`src/rtl/noc_pkt_buf_pkg.sv`:
```
// Shared definitions for the NoC store-and-forward packet buffer: FSM state
// encodings and the position of the header payload-length field.
package noc_pkt_buf_pkg;

    localparam int LEN_LSB = 22;
    localparam int LEN_MSB = 29;
    localparam int LEN_W   = LEN_MSB - LEN_LSB + 1;

    typedef enum logic {
        IN_HDR  = 1'b0,
        IN_BODY = 1'b1
    } in_state_t;

    typedef enum logic {
        OUT_HDR  = 1'b0,
        OUT_BODY = 1'b1
    } out_state_t;

endpackage

```
`src/rtl/noc_pkt_fifo_mem.sv`:
```
// Flit storage for the packet buffer: DEPTH x DATA_W, one synchronous write
// port and one asynchronous read port. Contents are not reset.
module noc_pkt_fifo_mem
    import noc_pkt_buf_pkg::*;
#(
    parameter int DATA_W = 64,
    parameter int DEPTH  = 16
) (
    input  logic                     clk,
    input  logic                     wr_en,
    input  logic [$clog2(DEPTH)-1:0] wr_addr,
    input  logic [DATA_W-1:0]        wr_data,
    input  logic [$clog2(DEPTH)-1:0] rd_addr,
    output logic [DATA_W-1:0]        rd_data
);

    logic [DATA_W-1:0] mem [DEPTH];

    always_ff @(posedge clk) begin
        if (wr_en) begin
            mem[wr_addr] <= wr_data;
        end
    end

    assign rd_data = mem[rd_addr];

endmodule

```
`src/rtl/noc_pkt_store_fwd.sv`:
```
// Store-and-forward NoC packet buffer with cut-through fallback for packets
// longer than the buffer. Optional statistics: NOC_PKT_STORE_FWD_STATS_EN.
module noc_pkt_store_fwd
    import noc_pkt_buf_pkg::*;
#(
    parameter int DATA_W = 64,
    parameter int DEPTH  = 16
) (
    input  logic              core_ref_clk,
    input  logic              sys_rst_n,
    input  logic [DATA_W-1:0] in_data,
    input  logic              in_val,
    output logic              in_rdy,
    output logic [DATA_W-1:0] out_data,
    output logic              out_val,
    input  logic              out_rdy,
    output logic              oversize_err,
    output logic [31:0]       pkt_cnt_total
);

    localparam int AW = $clog2(DEPTH);
    localparam int PW = AW + 1;

    logic [PW-1:0]    wr_ptr, rd_ptr, occ;
    logic [PW-1:0]    pkt_cnt;
    logic             run;
    logic             wr_en, rd_en, empty, full;
    logic [LEN_W-1:0] in_len, out_len;
    logic             head_oversize;

    in_state_t        in_state, in_state_nxt;
    logic [LEN_W-1:0] in_rem, in_rem_nxt;
    logic             wr_last, in_oversize;

    out_state_t       out_state, out_state_nxt;
    logic [LEN_W-1:0] out_rem, out_rem_nxt;
    logic             rd_last, ct_mode, ct_mode_nxt;

    function automatic logic is_oversize(input logic [LEN_W-1:0] len);
        return (int'(len) + 1) > DEPTH;
    endfunction

    // Occupancy never exceeds DEPTH, so its MSB alone marks full.
    assign occ    = wr_ptr - rd_ptr;
    assign empty  = (occ == '0);
    assign full   = occ[AW];
    assign in_rdy = run & ~full;
    assign wr_en  = in_val & in_rdy;
    assign rd_en  = out_val & out_rdy;

    assign in_len        = in_data[LEN_MSB:LEN_LSB];
    assign out_len       = out_data[LEN_MSB:LEN_LSB];
    assign head_oversize = is_oversize(out_len);

    noc_pkt_fifo_mem #(
        .DATA_W (DATA_W),
        .DEPTH  (DEPTH)
    ) u_mem (
        .clk     (core_ref_clk),
        .wr_en   (wr_en),
        .wr_addr (wr_ptr[AW-1:0]),
        .wr_data (in_data),
        .rd_addr (rd_ptr[AW-1:0]),
        .rd_data (out_data)
    );

    // An oversize header at the head must not wait for completion, or the
    // buffer would fill before the packet ever counts as stored.
    always_comb begin
        out_val = 1'b0;
        if (!empty) begin
            if (out_state == OUT_BODY) begin
                out_val = ct_mode || (pkt_cnt != '0);
            end else begin
                out_val = head_oversize || (pkt_cnt != '0);
            end
        end
    end

    always_comb begin
        in_state_nxt = in_state;
        in_rem_nxt   = in_rem;
        wr_last      = 1'b0;
        in_oversize  = 1'b0;
        if (wr_en) begin
            if (in_state == IN_HDR) begin
                in_oversize = is_oversize(in_len);
                if (in_len == '0) begin
                    wr_last = 1'b1;
                end else begin
                    in_state_nxt = IN_BODY;
                    in_rem_nxt   = in_len;
                end
            end else begin
                in_rem_nxt = in_rem - LEN_W'(1);
                if (in_rem == LEN_W'(1)) begin
                    wr_last      = 1'b1;
                    in_state_nxt = IN_HDR;
                end
            end
        end
    end

    always_comb begin
        out_state_nxt = out_state;
        out_rem_nxt   = out_rem;
        ct_mode_nxt   = ct_mode;
        rd_last       = 1'b0;
        if (rd_en) begin
            if (out_state == OUT_HDR) begin
                if (out_len == '0) begin
                    rd_last = 1'b1;
                end else begin
                    out_state_nxt = OUT_BODY;
                    out_rem_nxt   = out_len;
                    ct_mode_nxt   = head_oversize;
                end
            end else begin
                out_rem_nxt = out_rem - LEN_W'(1);
                if (out_rem == LEN_W'(1)) begin
                    rd_last       = 1'b1;
                    out_state_nxt = OUT_HDR;
                    ct_mode_nxt   = 1'b0;
                end
            end
        end
    end

    always_ff @(posedge core_ref_clk) begin
        if (!sys_rst_n) begin
            run          <= 1'b0;
            wr_ptr       <= '0;
            rd_ptr       <= '0;
            pkt_cnt      <= '0;
            in_state     <= IN_HDR;
            in_rem       <= '0;
            out_state    <= OUT_HDR;
            out_rem      <= '0;
            ct_mode      <= 1'b0;
            oversize_err <= 1'b0;
        end else begin
            run       <= 1'b1;
            in_state  <= in_state_nxt;
            in_rem    <= in_rem_nxt;
            out_state <= out_state_nxt;
            out_rem   <= out_rem_nxt;
            ct_mode   <= ct_mode_nxt;
            if (wr_en) begin
                wr_ptr <= wr_ptr + PW'(1);
            end
            if (rd_en) begin
                rd_ptr <= rd_ptr + PW'(1);
            end
            if (wr_last && !rd_last) begin
                pkt_cnt <= pkt_cnt + PW'(1);
            end else if (!wr_last && rd_last) begin
                pkt_cnt <= pkt_cnt - PW'(1);
            end
            if (in_oversize) begin
                oversize_err <= 1'b1;
            end
        end
    end

`ifdef NOC_PKT_STORE_FWD_STATS_EN
    logic [31:0] total_cnt;

    function automatic logic [31:0] sat_inc(input logic [31:0] v);
        return (v == 32'hFFFF_FFFF) ? v : v + 32'd1;
    endfunction

    always_ff @(posedge core_ref_clk) begin
        if (!sys_rst_n) begin
            total_cnt <= '0;
        end else if (rd_last) begin
            total_cnt <= sat_inc(total_cnt);
        end
    end

    assign pkt_cnt_total = total_cnt;
`else
    assign pkt_cnt_total = '0;
`endif

endmodule
```
`config.mk`:
```
export PLATFORM = sky130hd
export DESIGN_NAME = noc_pkt_store_fwd
export DESIGN_NICKNAME = d
export VERILOG_FILES = /design/src/rtl/noc_pkt_buf_pkg.sv /design/src/rtl/noc_pkt_fifo_mem.sv /design/src/rtl/noc_pkt_store_fwd.sv
export SDC_FILE = /design/constraint.sdc
export NUM_CORES = 1
export LEC_CHECK = 0
export CAP_MARGIN = 20
export CORE_ASPECT_RATIO = 2
export CORE_MARGIN = 4
export CORE_UTILIZATION = 60
export DETAILED_ROUTE_END_ITERATION = 16
export GPL_TIMING_DRIVEN = 0
export PLACE_DENSITY = 0.79
export SKIP_CTS_REPAIR_TIMING = 1
export SYNTH_ARGS = -nofsm -noshare
export SYNTH_HDL_FRONTEND = slang
export SYNTH_HIERARCHICAL = 1
export SYNTH_SLANG_ARGS = --single-unit
```
`constraint.sdc`:
```
create_clock -name core_ref_clk -period 10.1 [get_ports core_ref_clk]
set_input_delay 1.01 -clock core_ref_clk [delete_from_list [all_inputs] [get_ports core_ref_clk]]
set_output_delay 1.01 -clock core_ref_clk [all_outputs]
set_load 0.01 [all_outputs]
```
==> flow_metrics.tcl, run 1 <==
set metrics [dict create \
    antenna_found_initial 7 \
    wirelength_mm 101.3 \
    synthToLayoutAreaGrowth_pct 16.53 \
    worstHoldStart "out_rem[7]$_SDFFE_PN0P_" \
    use_met2_pct 49.84 \
    overflow 0 \
    fin_skew_ps 27.04 \
    end_kind "primary output" \
    required_ps 9090 \
    synth-edff-count 1024 \
    clockRootBuffer "clkbuf_16" \
    coreArea_um2 67560 \
    synth_cells 1898 \
    drtAntennaViolNets 0 \
    use_met3_pct 5.203 \
    worst_pin_slew_ps 1071 \
    top_usage_layer "met2" \
    setup_viol 0 \
    ctsLongestPathBuffers 3 \
    synth_area_um2 40800 \
    synthArstFlopShare_pct 0 \
    synth_warnings 6 \
    fp.dieArea_um2 72490 \
    layout_min_cycle_time_ps 5835 \
    grt_max_degree 25 \
    drive_above_1_share_pct 23.71 \
    crit_type "reg2out" \
    synth_seq_cells 1060 \
    p_leak_nw 14.91 \
    wl_per_cell_um 31.86 \
    cp_max_fo 10 \
    r2r-start "rd_ptr[1]$_SDFFE_PN0P_" \
    num_vias 21150 \
    place_congestion 0.7856 \
    cts_sinks 1060 \
    grt_pass1_wl_mm 148.9 \
    pin_count 167 \
    cts_tree "yes" \
    critPathArrivalTime_ps 4830 \
    finalHoldViolations 0 \
    avgSynthCellArea_um2 21.50 \
    ir_worst_vdd_v 0.0001746 \
    initial_core_util_pct 60.39 \
    startpoint "rd_ptr[1]$_SDFFE_PN0P_" \
    layout_common_cells "edfxtp_1 (1024), mux4_2 (256), clkdlybuf4s50_1 (134)" \
    clock_latency_ps 670 \
    drt_iter0_markers 2573 \
    fin_hold_ws_ps 473.8 \
    drt_pass1_iterations 5 \
    track_usage_pct 28.56 \
    vias_per_cell 6.651 \
    nets 2300 \
    max_cap_violations 0 \
    finalPower_mw 10.61 \
    synth.distinct_cells 58 \
    dpl_worst_slack_ps 4554 \
    power_density_nw_per_um2 223.3 \
    drcViolationCount 0 \
    max_slew_margin_pct 28.19 \
    period_share_pct 57.78 \
    clk_pin_slew_ps 70 \
    outcome "finished clean" \
    final_common_cell "edfxtp_1" \
    hpwlAfterDp_mm 62.26 \
    die_y_um 376.8 \
    cts_max_level 3 \
    numCtsBuffers 86 \
    drv_slew 0 \
    hp-class "reg2reg" \
    die_w_um 192.4 \
    rsz0062_at_grt "no" \
    portBuffers 134 \
    layout_setup_ws_ps 4265 \
    grt_use_met1_pct 35.67 \
    rows 135 \
    first_global_vias 22440 \
    startpoint_type "flop" \
    ys.flop_type "edfxtp_1" \
    synth-seq-area-share_pct 77.13 \
    place_area_um2 44590 \
    max_clock_freq_mhz 171.4 \
    stdcell_area_um2 47540 \
]
## routing by layer
metal  wire [um]  vias up
met4        4022        6
met1       34490    11060
met3        8247      290
met2       54520     1276
met5          39        -
li1            -     8519
## cells in the mapped netlist (all sizes together), types with 2 or more instances
cell    number  area, um2
a211oi       4      40.03
a21o         4      31.28
a21oi       22      110.1
a221oi       2      17.52
a22oi      130      975.9
a31o         4      35.03
a31oi        4      25.02
and2         2      12.51
and4b        2      20.02
buf         80      571.8
clkbuf      47      176.4
dfxtp       36      720.7
edfxtp    1024      30750
fa           2      40.04
ha          14      175.2
inv         19      71.31
mux2i        7      70.07
mux4       256       5766
nand2       97      364.1
nand2b       4      25.02
nand3       11      55.05
nand3b       5      37.54
nand4        5      31.28
nor2        45      176.4
nor2b        5      31.28
nor3         9      45.04
nor4         5      31.28
nor4b        2      17.52
o21ai       13      68.81
o31a         3      26.28
o31ai        5      37.54
or3          2      12.51
or4          3      22.52
xnor2        4      35.03
xor2         7      61.31
## stage by stage
| step | utilization [%] | std cells | setup TNS, ps |
|---|---|---|---|
| global route | 70.36 | 3177 | 0 |
| floorplan | - | 1929 | 0 |
| finish | 70.37 | 3180 | 0 |
| detailed placement | 65.99 | 3018 | 0 |
| CTS | 70.35 | 3176 | 0 |
| global placement | 64.19 | 2953 | -549650 |
## where the power goes
group | internal (mW) | total (mW) | switching (mW) | leakage (nW)
Combinational | 1.02 | 2.13 | 1.11 | 3.99
Sequential | 4.91 | 4.96 | 0.0561 | 9.51
Clock | 1.98 | 3.53 | 1.55 | 1.41
## sequential cells by signal (all words and copies together), names as in the netlist
register      flops
rd_ptr            5
out_rem           8
out_state         1
in_rem            8
run               1
u_mem/mem      1024
in_state          1
ct_mode           1
oversize_err      1
pkt_cnt           5
wr_ptr            5
## worst paths after layout
path	to	slack, ps	depth (start not counted)
worst max register to register	pkt_cnt[4]$_SDFFE_PN0P_	4390	19
worst min register to register	out_rem[7]$_SDFFE_PN0P_	470	2
worst max-delay path	out_val	4260	10
worst min-delay path	out_rem[7]$_SDFFE_PN0P_	470	2
## critical path, cell delays in order, from the launching register on
cell and delay (ps):
dfxtp_1 540, buf_2 420, clkbuf_1 700, mux4_2 400, a22oi_1 240, nand2_1 160, or4_1 670, nor2_1 200
o21ai_0 130, o31a_1 170, clkdlybuf4s50_1 490
## area by class of cell
cell class	count	area (um2)
flip-flops and latches	1060	31470
fillers	3867	20020
multi-input cells	722	8732
repair buffers	199	2449
clock buffers	107	2326
well taps	890	1114
plain buffers	127	748.2
clock inverters	51	619.3
inverters	20	75.07
diodes	4	10.01
## kinds of logic after synthesis
kind of cell	share of synthesized area (%)
fa+ha+maj	0.5275
buf+inv	2.018
compound gates	3.518
xor+xnor	0.2361
flops	77.13
mux	14.33
simple gates	2.226
other cells	0.009191
Note: power is estimated with default switching activity, not from simulation.
==> inputs of run 2 (changes only) <==
--- a/config.mk
+++ b/config.mk
@@ -8,10 +8,10 @@
 export CAP_MARGIN = 20
 export CORE_ASPECT_RATIO = 2
 export CORE_MARGIN = 4
-export CORE_UTILIZATION = 60
+export CORE_UTILIZATION = 54
 export DETAILED_ROUTE_END_ITERATION = 16
 export GPL_TIMING_DRIVEN = 0
-export PLACE_DENSITY = 0.79
+export PLACE_DENSITY = 0.75
 export SKIP_CTS_REPAIR_TIMING = 1
 export SYNTH_ARGS = -nofsm -noshare
 export SYNTH_HDL_FRONTEND = slang
==> constraint.sdc (replaced) <==
create_clock -name core_ref_clk -period 4.9 [get_ports core_ref_clk]
set_input_delay 0.49 -clock core_ref_clk [delete_from_list [all_inputs] [get_ports core_ref_clk]]
set_output_delay 0.49 -clock core_ref_clk [all_outputs]
set_load 0.01 [all_outputs]
==> run 2 against run 1 <==
Compared with the run above: die area increased by 11%; critical path depth grew 9; sequential share of layout area shrank 0.31 points; design area increased by 0.49%; largest cell class unchanged; largest power group unchanged; highest routed layer unchanged.
==> flow_metrics.tcl, run 2 (synthesis results as in run 1) <==
set metrics [dict create \
    fin_skew_ps 29.55 \
    drv_slew 0 \
    final_common_cell "edfxtp_1" \
    p_int_mw 16.10 \
    max_cap_violations 0 \
    portBuffers 134 \
    required_ps 5450 \
    swShare_pct 25.39 \
    outcome "finished clean" \
    largest_reg_flops 1024 \
    dpl_worst_slack_ps -520.6 \
    setup_viol 0 \
    layout_min_cycle_time_ps 4655 \
    cts_tree "yes" \
    p_leak_nw 14.95 \
    pwr-share-comb_pct 20.4 \
    drtAntennaViolNets 0 \
    initial_core_util_pct 54.42 \
    hp-class "in2reg" \
    fillers 4947 \
    ctsLongestPathBuffers 3 \
    pwr-share-seq_pct 47.4 \
    rsz0062_at_grt "no" \
    track_usage_pct 24.27 \
    pin_count 167 \
    overflow 0 \
    drt_pass1_iterations 6 \
    ir_worst_vdd_v 0.0002740 \
    end_kind "flop" \
    regMostFlops "u_mem/mem" \
    postLayoutCoreUtil_pct 63.72 \
    die_w_um 202.4 \
    drcViolationCount 0 \
    critPathArrivalTime_ps 5200 \
    crit_type "reg2reg" \
    rows 142 \
    drive_above_1_share_pct 24.20 \
    finalPower_mw 21.58 \
    max_clock_freq_mhz 214.8 \
    cts_max_level 3 \
    place_area_um2 44870 \
    worst_pin_slew_ps 1045 \
    startpoint_type "flop" \
    clockRootBuffer "clkbuf_16" \
    die_y_um 396.7 \
    hpwlAfterDp_mm 62.38 \
    wirelength_mm 96.43 \
    period_share_pct 95.00 \
    cts_sinks 1060 \
    fin_hold_ws_ps 365.5 \
    numCtsBuffers 86 \
    nets 2300 \
    vias_per_cell 6.292 \
    grt_pass1_wl_mm 143.2 \
    clock_latency_ps 670 \
    layout_common_cells "edfxtp_1 (1024), mux4_2 (256), clkdlybuf4s50_1 (134)" \
    place_congestion 0.7564 \
    drt_iter0_markers 2533 \
    first_global_vias 21810 \
    clk_pin_slew_ps 70 \
    power_density_nw_per_um2 451.7 \
    p_switching_mw 5.479 \
    cp_max_fo 10 \
    top_regs "u_mem/mem (1024), in_rem (8), out_rem (8)" \
    max_slew_margin_pct 30.19 \
    antenna_found_initial 9 \
    stdcell_area_um2 47770 \
    grt_max_degree 24 \
    layout_setup_ws_ps 244.8 \
    coreArea_um2 74980 \
    num_vias 20730 \
    synthToLayoutAreaGrowth_pct 17.10 \
    finalHoldViolations 0 \
    fp.dieArea_um2 80280 \
    wl_per_cell_um 29.27 \
    clock_power_share_pct 32.2 \
]
[run 2: critical path: stages (launching register included)]
cell     delay [ps]
dfxtp_4         430
buf_12          200
buf_8           200
mux4_2          510
a22oi_1         240
nand2_1         170
or4_4           590
nor2_1          140
o21ai_0         130
o311a_1         170
nand2_1          80
ha_2            210
inv_1            80
ha_1            310
nor2b_1         160
o21a_1          170
or3_1           300
a21oi_1         180
xnor2_1         140
nor2_1           60
[run 2: final cells by class]
| cell class | count | area, um2 | share of cell area (%) |
|---|---|---|---|
| sequential | 1060 | 31480 | 65.88 |
| multi-input combinational | 722 | 8748 | 18.31 |
| timing repair buffer | 203 | 2595 | 5.432 |
| clock buffer | 104 | 2241 | 4.691 |
| tap | 1008 | 1261 | 2.640 |
| buffer | 123 | 812.0 | 1.700 |
| clock inverter | 49 | 554.3 | 1.160 |
| inverter | 20 | 75.07 | 0.1571 |
| antenna | 5 | 12.51 | 0.02619 |
[run 2: layer usage]
metal,up-vias,global-route usage (%),share of wire (%)
li1,8510,-,-
met1,10900,30.10,35
met2,1073,42.66,53
met3,239,4.711,7.6
met4,8,9.211,3.5
met5,-,0,0.049
[run 2: metrics by stage]
stage	setup TNS (ps)	cells
finish	0	3294
global route	0	3291
CTS	-1240	3290
detailed placement	-803.9	3137
global placement	-3957930	3071
floorplan	-471410	1929
[run 2: worst paths after layout]
path	start	end	slack, ps	cells past startpoint
worst min register to register	rd_ptr[4]$_SDFFE_PN0P_	rd_ptr[4]$_SDFFE_PN0P_	490	2
worst max register to register	rd_ptr[0]$_SDFFE_PN0P_	pkt_cnt[4]$_SDFFE_PN0P_	240	19
worst max-delay path	rd_ptr[0]$_SDFFE_PN0P_	pkt_cnt[4]$_SDFFE_PN0P_	240	19
worst min-delay path	sys_rst_n	run$_DFF_P_	370	1
[run 2: power by group through the flow]
stage / Clock (mW) / Sequential (mW) / Combinational, mW
after floorplan: 0 / 10.4 / 2.74
after global placement: 0 / 10.4 / 4.19
after detailed placement: 0 / 10.4 / 4.36
after CTS: 7.06 / 10.2 / 4.40
after global routing: 7.44 / 10.2 / 4.70
final: 6.94 / 10.2 / 4.41
